==> src/rtl/mult_accum.sv <==
// Frame accumulator for a non-stallable product stream: sums FRAME_LEN products
// per frame and offers each sum on a valid/ready output register.
module mult_accum #(
  parameter int PROD_W    = 16,
  parameter int FRAME_LEN = 8,
  parameter int ACC_W     = 19
) (
  input  logic              clk,
  input  logic              rst,
  input  logic              clr,
  input  logic              din_valid,
  input  logic [PROD_W-1:0] din,
  output logic [ACC_W-1:0]  acc_out,
  output logic              acc_valid,
  input  logic              acc_ready,
  output logic              overrun,
  output logic              busy
);

  localparam int CNT_W = (FRAME_LEN > 1) ? $clog2(FRAME_LEN) : 1;
  localparam logic [CNT_W-1:0] CNT_LAST = CNT_W'(FRAME_LEN - 1);

  logic [ACC_W-1:0] acc_q, acc_d;
  logic [CNT_W-1:0] cnt_q, cnt_d;
  logic [ACC_W-1:0] acc_out_q, acc_out_d;
  logic             acc_valid_q, acc_valid_d;
  logic             overrun_q, overrun_d;
  logic             busy_q, busy_d;

  logic [ACC_W-1:0] sum;
  logic             frame_last;
  logic             xfer;
  logic             can_load;

  // Output handshake: a result moves downstream on any rising edge where
  // acc_valid and acc_ready are both 1; acc_out is held while acc_valid=1 and
  // acc_ready=0. The input side has no ready: every din_valid beat is consumed.
  assign sum        = acc_q + ACC_W'(din);
  assign frame_last = (cnt_q == CNT_LAST);
  assign xfer       = acc_valid_q && acc_ready;
  assign can_load   = !acc_valid_q || acc_ready;

  always_comb begin
    acc_d       = acc_q;
    cnt_d       = cnt_q;
    acc_out_d   = acc_out_q;
    acc_valid_d = acc_valid_q;
    overrun_d   = overrun_q;
    if (xfer) begin
      acc_valid_d = 1'b0;
    end
    if (clr) begin
      acc_d     = '0;
      cnt_d     = '0;
      overrun_d = 1'b0;
    end else if (din_valid) begin
      if (frame_last) begin
        // Restart the frame in the same cycle so back-to-back frames have no bubble.
        acc_d = '0;
        cnt_d = '0;
        if (can_load) begin
          acc_out_d   = sum;
          acc_valid_d = 1'b1;
        end else begin
          overrun_d = 1'b1;
        end
      end else begin
        acc_d = sum;
        cnt_d = cnt_q + CNT_W'(1);
      end
    end
    busy_d = (cnt_d != '0);
  end

  always_ff @(posedge clk) begin
    if (rst) begin
      acc_q       <= '0;
      cnt_q       <= '0;
      acc_out_q   <= '0;
      acc_valid_q <= 1'b0;
      overrun_q   <= 1'b0;
      busy_q      <= 1'b0;
    end else begin
      acc_q       <= acc_d;
      cnt_q       <= cnt_d;
      acc_out_q   <= acc_out_d;
      acc_valid_q <= acc_valid_d;
      overrun_q   <= overrun_d;
      busy_q      <= busy_d;
    end
  end

  assign acc_out   = acc_out_q;
  assign acc_valid = acc_valid_q;
  assign overrun   = overrun_q;
  assign busy      = busy_q;

endmodule

==> config.mk <==
export PLATFORM = sky130hd
export DESIGN_NAME = mult_accum
export DESIGN_NICKNAME = d
export VERILOG_FILES = /design/src/rtl/mult_accum.sv
export SDC_FILE = /design/constraint.sdc
export NUM_CORES = 1
export LEC_CHECK = 0
export ABC_CLOCK_PERIOD_IN_PS = 2480
export BUFFER_PORTS_ARGS = -buffer_cell sky130_fd_sc_hd__buf_4
export CAP_MARGIN = 20
export CORE_UTILIZATION = 40
export DETAILED_ROUTE_END_ITERATION = 8
export PLACE_DENSITY = 0.7
export SYNTH_ARGS = -nofsm -noshare
export SYNTH_HDL_FRONTEND = slang
export SYNTH_SLANG_ARGS = --single-unit
export TNS_END_PERCENT = 1
==> constraint.sdc <==
create_clock -name clk -period 2.48 [get_ports clk]
set_input_delay 0.496 -clock clk [delete_from_list [all_inputs] [get_ports clk]]
set_output_delay 0.496 -clock clk [all_outputs]
set_load 0.03 [all_outputs]
### After elaboration in Yosys (flattened, before gate mapping)

Cells that the tools add are included.

* register bits after elaboration: 44
* input bits: 21
* output and inout port bits: 22
* word-level logic and storage cells: 27

* $add $sub $neg: 2
* equality and inequality tests: 1
* multiplexer cells: 9
* bitwise operators: 2
* reduce and logical (&&, ||, !) cells: 7

Operator list (count)
* 19-bit by 16-bit adder with 19-bit output: 1
* 19-bit two-way mux: 1
* 3-bit two-way mux: 3
* 1-bit two-way mux: 5
* 4-bit AND reduction: 1
* 3-bit by 1-bit adder with 3-bit output (second input constant): 1
* 3-bit equality test (second input constant): 1
* 3-bit AND reduction: 1
* 3-bit nonzero test: 1
* 1-bit inverter: 2
* 2-bit OR reduction: 1
* 1-bit logical AND: 1
* 1-bit zero test: 1
* 1-bit logical OR: 1

### Depth between registers and ports, before layout

* depth after elaboration: 6
* gate-level depth with buffers: 10
* gate-level depth less buffers: 10

### Worst setup path after synthesis

Ideal clock, no wire load.

* kind: input to register
* start: input port din[0]
* end: register acc_out_q[14], in the netlist acc_out[14]
* setup time: 122 ps
* arrival time: 2267 ps
* slack: 91 ps
* stages: 10
* path through: ha_1 > inv_1 > fa_1 > nor2b_1 > o31a_1 > o32ai_4 > o21ai_4 > a21boi_2 > and4_1 > a311o_1

* longest elaborated chain between the ends: 1

RTL lines
* from (decl): RTL line 12 `input logic [PROD_W-1:0] din,`
* 19-bit by 16-bit adder with 19-bit output: RTL line 38 `assign sum = acc_q + ACC_W'(din);`
* to (signal assigned): RTL line 86 `acc_out_q <= acc_out_d;`
* to (decl): RTL line 25 `logic [ACC_W-1:0] acc_out_q, acc_out_d;`

Every way passes these cells.
A chain may end at the register's enable or synchronous reset.

### Final worst setup path

* start: register acc_q[0]
* end: register acc_q[18]

* longest elaborated chain between the ends: 2

RTL lines
* from (decl): RTL line 23 `logic [ACC_W-1:0] acc_q, acc_d;`
* from (signal assigned): RTL line 77 `acc_q <= '0;`
* from (signal assigned): RTL line 84 `acc_q <= acc_d;`
* 19-bit by 16-bit adder with 19-bit output: RTL line 38
* 19-bit two-way mux: RTL line 57 `if (frame_last) begin`

Every way passes these cells.

==> impl_metrics.json <==
{
  "r2r_cells": 11,
  "regToRegSetupSlack_ns": 0.11,
  "grt_max_degree": 23,
  "drtAntennaViolNets": 0,
  "root_buffer": "clkbuf_8",
  "cp.arrival_ns": 2.60,
  "setup_viol_count_final": 0,
  "maxSlewViolCount": 0,
  "path_clk_slew_ns": 0.08,
  "rsz0062_at_grt": "false",
  "r2r_end": "acc_q[18]",
  "hold_class": "flop to flop",
  "viasPerCell": 5.28,
  "syn2layout_area_growth_pct": 27.1,
  "synth_area_per_cell_um2": 8.52,
  "finish.instance_area_um2": 3180,
  "track_usage_pct": 19.6,
  "synth_edf_count": 0,
  "wl_per_cell_um": 13.8,
  "final_hold_viol_count": 0,
  "gr-total-overflow": 0,
  "syn_nets": 334,
  "grt_pass1_vias": 2171,
  "yosysWarnings": 0,
  "hold_buffers": 0,
  "placed_area_um2": 3010,
  "grt_antenna_before_repair": 0,
  "synth.distinct_cells": 49,
  "die_h_um": 81.1,
  "period_needed_ns": 2.37,
  "timing.critical_path.buf_inv": 2,
  "nets": 391,
  "drcViolationCount": 0,
  "async_flop_share_pct": 0,
  "ys_ff_latch": 44,
  "cp_slowest_cell": "or3_1",
  "worstPathRequired_ns": 2.71,
  "status": "completed",
  "final_common_cell": "buf_4",
  "syn-cell-area_um2": 2500,
  "dp_hpwl_um": 4240,
  "first_pass_iters": 6,
  "critPathTopFamily": "compound AO/OA/AOI/OAI gates",
  "wirelength_um": 5880,
  "fmax_mhz": 422,
  "top_usage_layer": "met2",
  "synth_ff_type": "dfxtp_1",
  "hold_depth": 2,
  "die_area_um2": 6580,
  "fin_setup_tns_ns": 0,
  "place.gp.congestion": 0.851,
  "via_count": 2256,
  "dp.cells": 416,
  "rows": 28,
  "met1_usage_pct": 25.9,
  "r2r_start": "acc_q[0]",
  "finClkSkew_ns": 0.0105,
  "clock_latency_ns": 0.31,
  "worst_pin_slew_ns": 0.614,
  "whs_endpoint": "acc_out[7]",
  "crit_type": "flop to flop",
  "path_max_fanout": 4,
  "diodes": 0,
  "ir_worst_vdd_uv": 233,
  "power-per-cell-area_nw_per_um2": 500,
  "ys_seq_area_share_pct": 35.2,
  "htreeDepth": 2,
  "fp.dieW_um": 81.1,
  "cts_tree": "yes",
  "fin_cells": 427,
  "cts_buffers": 5,
  "initial_core_util_pct": 41.8,
  "portBuffers": 42,
  "finalCritPeriodShare_pct": 95.6,
  "drive_gt1_share_pct": 26.1,
  "path_cells": "ha_2 -> inv_1 -> fa_2 -> nor2b_2 -> o31a_1 -> o32ai_4 -> o21ai_4 -> buf_6 -> a32oi_2 -> or3_1 -> a31oi_1",
  "core_um2": 5990,
  "relSlewSlack_pct": 58.9,
  "drtIter0Drc": 84,
  "cp-end-kind": "flop",
  "grtUsageMet3_pct": 3.93,
  "gr-usage-met2_pct": 32.0,
  "max_cap_violations": 0,
  "layout_common_cells": "buf_4, dfxtp_1, nor2_1",
  "start_kind": "flop",
  "clock_sinks": 44,
  "total_power_uw": 1590,
  "netlist_instances": 294,
  "p_leak_uw": 0.00137,
  "cts_buffer_depth": 2,
  "io_pins": 43,
  "grt_pass1_wl_um": 9940,
  "critPathMaxStageDelay_ns": 0.39,
  "hold_path_startpoint": "acc_out[7]"
}
[cells by family (layout without fill, tap and decap cells)]
family	count (synthesis)	count (layout)	share of synthesized area [%]
and+or+nand+nor	113	113	22.3
AOI/OAI and AO/OA	80	80	23.3
DFF	44	44	35.2
buffers and inverters	21	79	3.30
adders and majority gates	19	19	9.79
xor gates and xnor gates	13	13	4.55
muxes	4	4	1.60
[synthesized netlist by cell type (4+ instances only)]
| cell | n | area share, % |
|---|---|---|
| a211oi_1 | 5 | 1.5 |
| a21o_1 | 4 | 1.2 |
| a21oi_1 | 31 | 6.2 |
| a22o_1 | 6 | 2.1 |
| a31oi_1 | 7 | 1.7 |
| clkbuf_1 | 12 | 1.8 |
| dfxtp_1 | 44 | 35 |
| ha_1 | 18 | 9.0 |
| inv_1 | 6 | 0.90 |
| mux2i_1 | 4 | 1.6 |
| nand2_1 | 31 | 4.6 |
| nand3_1 | 5 | 1.0 |
| nand4_1 | 4 | 1.0 |
| nor2_1 | 33 | 4.9 |
| nor2b_1 | 12 | 3.0 |
| o21a_1 | 4 | 1.2 |
| o21ai_0 | 8 | 1.6 |
| or3_1 | 5 | 1.2 |
| xnor2_1 | 10 | 3.5 |
[registers in the layout (all words and copies together) (netlist names)]
name       count
acc_out       19
acc_q         19
acc_valid      1
busy           1
cnt_q          3
overrun        1
[worst reg2reg max path: stages (launching register included)]
cell and delay (ns):
dfxtp_2 0.34, ha_2 0.17, inv_1 0.05, fa_2 0.34, nor2b_2 0.13, o31a_1 0.21, o32ai_4 0.11, o21ai_4 0.24
buf_6 0.13, a32oi_2 0.06, or3_1 0.39, a31oi_1 0.13
[worst max-delay path by stage]
stage,from,to,slack (ns),cells past startpoint
2_1_floorplan,din[0],acc_out[14],0.09,10
3_3_place_gp,din[0],acc_out[16],-0.06,11
3_5_place_dp,din[0],acc_out[16],-0.10,11
4_1_cts,acc_q[0],acc_out[16],0.13,10
5_1_grt,acc_q[0],acc_q[18],0.006,11
6_report,acc_q[0],acc_q[18],0.11,11
[routing by layer]
metal	vias up	share of wire, %
met5	-	0
met4	0	1.2
met3	7	3.9
met2	40	47
met1	1048	48
li1	1161	-
[timing repair]
item,CTS,global route
gates resized for setup,0,8
endpoints found under the setup margin,0,1
hold endpoints to repair,0,0
setup buffers,0,3
[cell type report]
class                           count  area (um2)
Fill cell                         544        2810
Inverter                            6        22.5
Clock buffer                        6        82.6
Multi-Input combinational cell    229        1570
Sequential cell                    44         882
Tap cell                           75        93.8
Timing Repair Buffer               65         492
Clock inverter                      2        38.8
[report_power, final]
part | leakage, uW | internal [uW] | switching, uW
Clock | 0.0000614 | 330 | 259
Sequential | 0.000357 | 720 | 7.35
Combinational | 0.000956 | 130 | 147
Total | 0.00137 | 1180 | 413
[metrics by stage]
step,hold WS [ns],utilization (%),worst slack (ns)
after global placement,0.447,50.2,-0.0641
after detailed placement,0.450,50.2,-0.105
final,0.458,53.2,0.109
after global routing,0.481,53.2,0.00574
after floorplan,0.446,-,0.0910
after CTS,0.461,52.3,0.126
(Power assumes the default switching activity.)
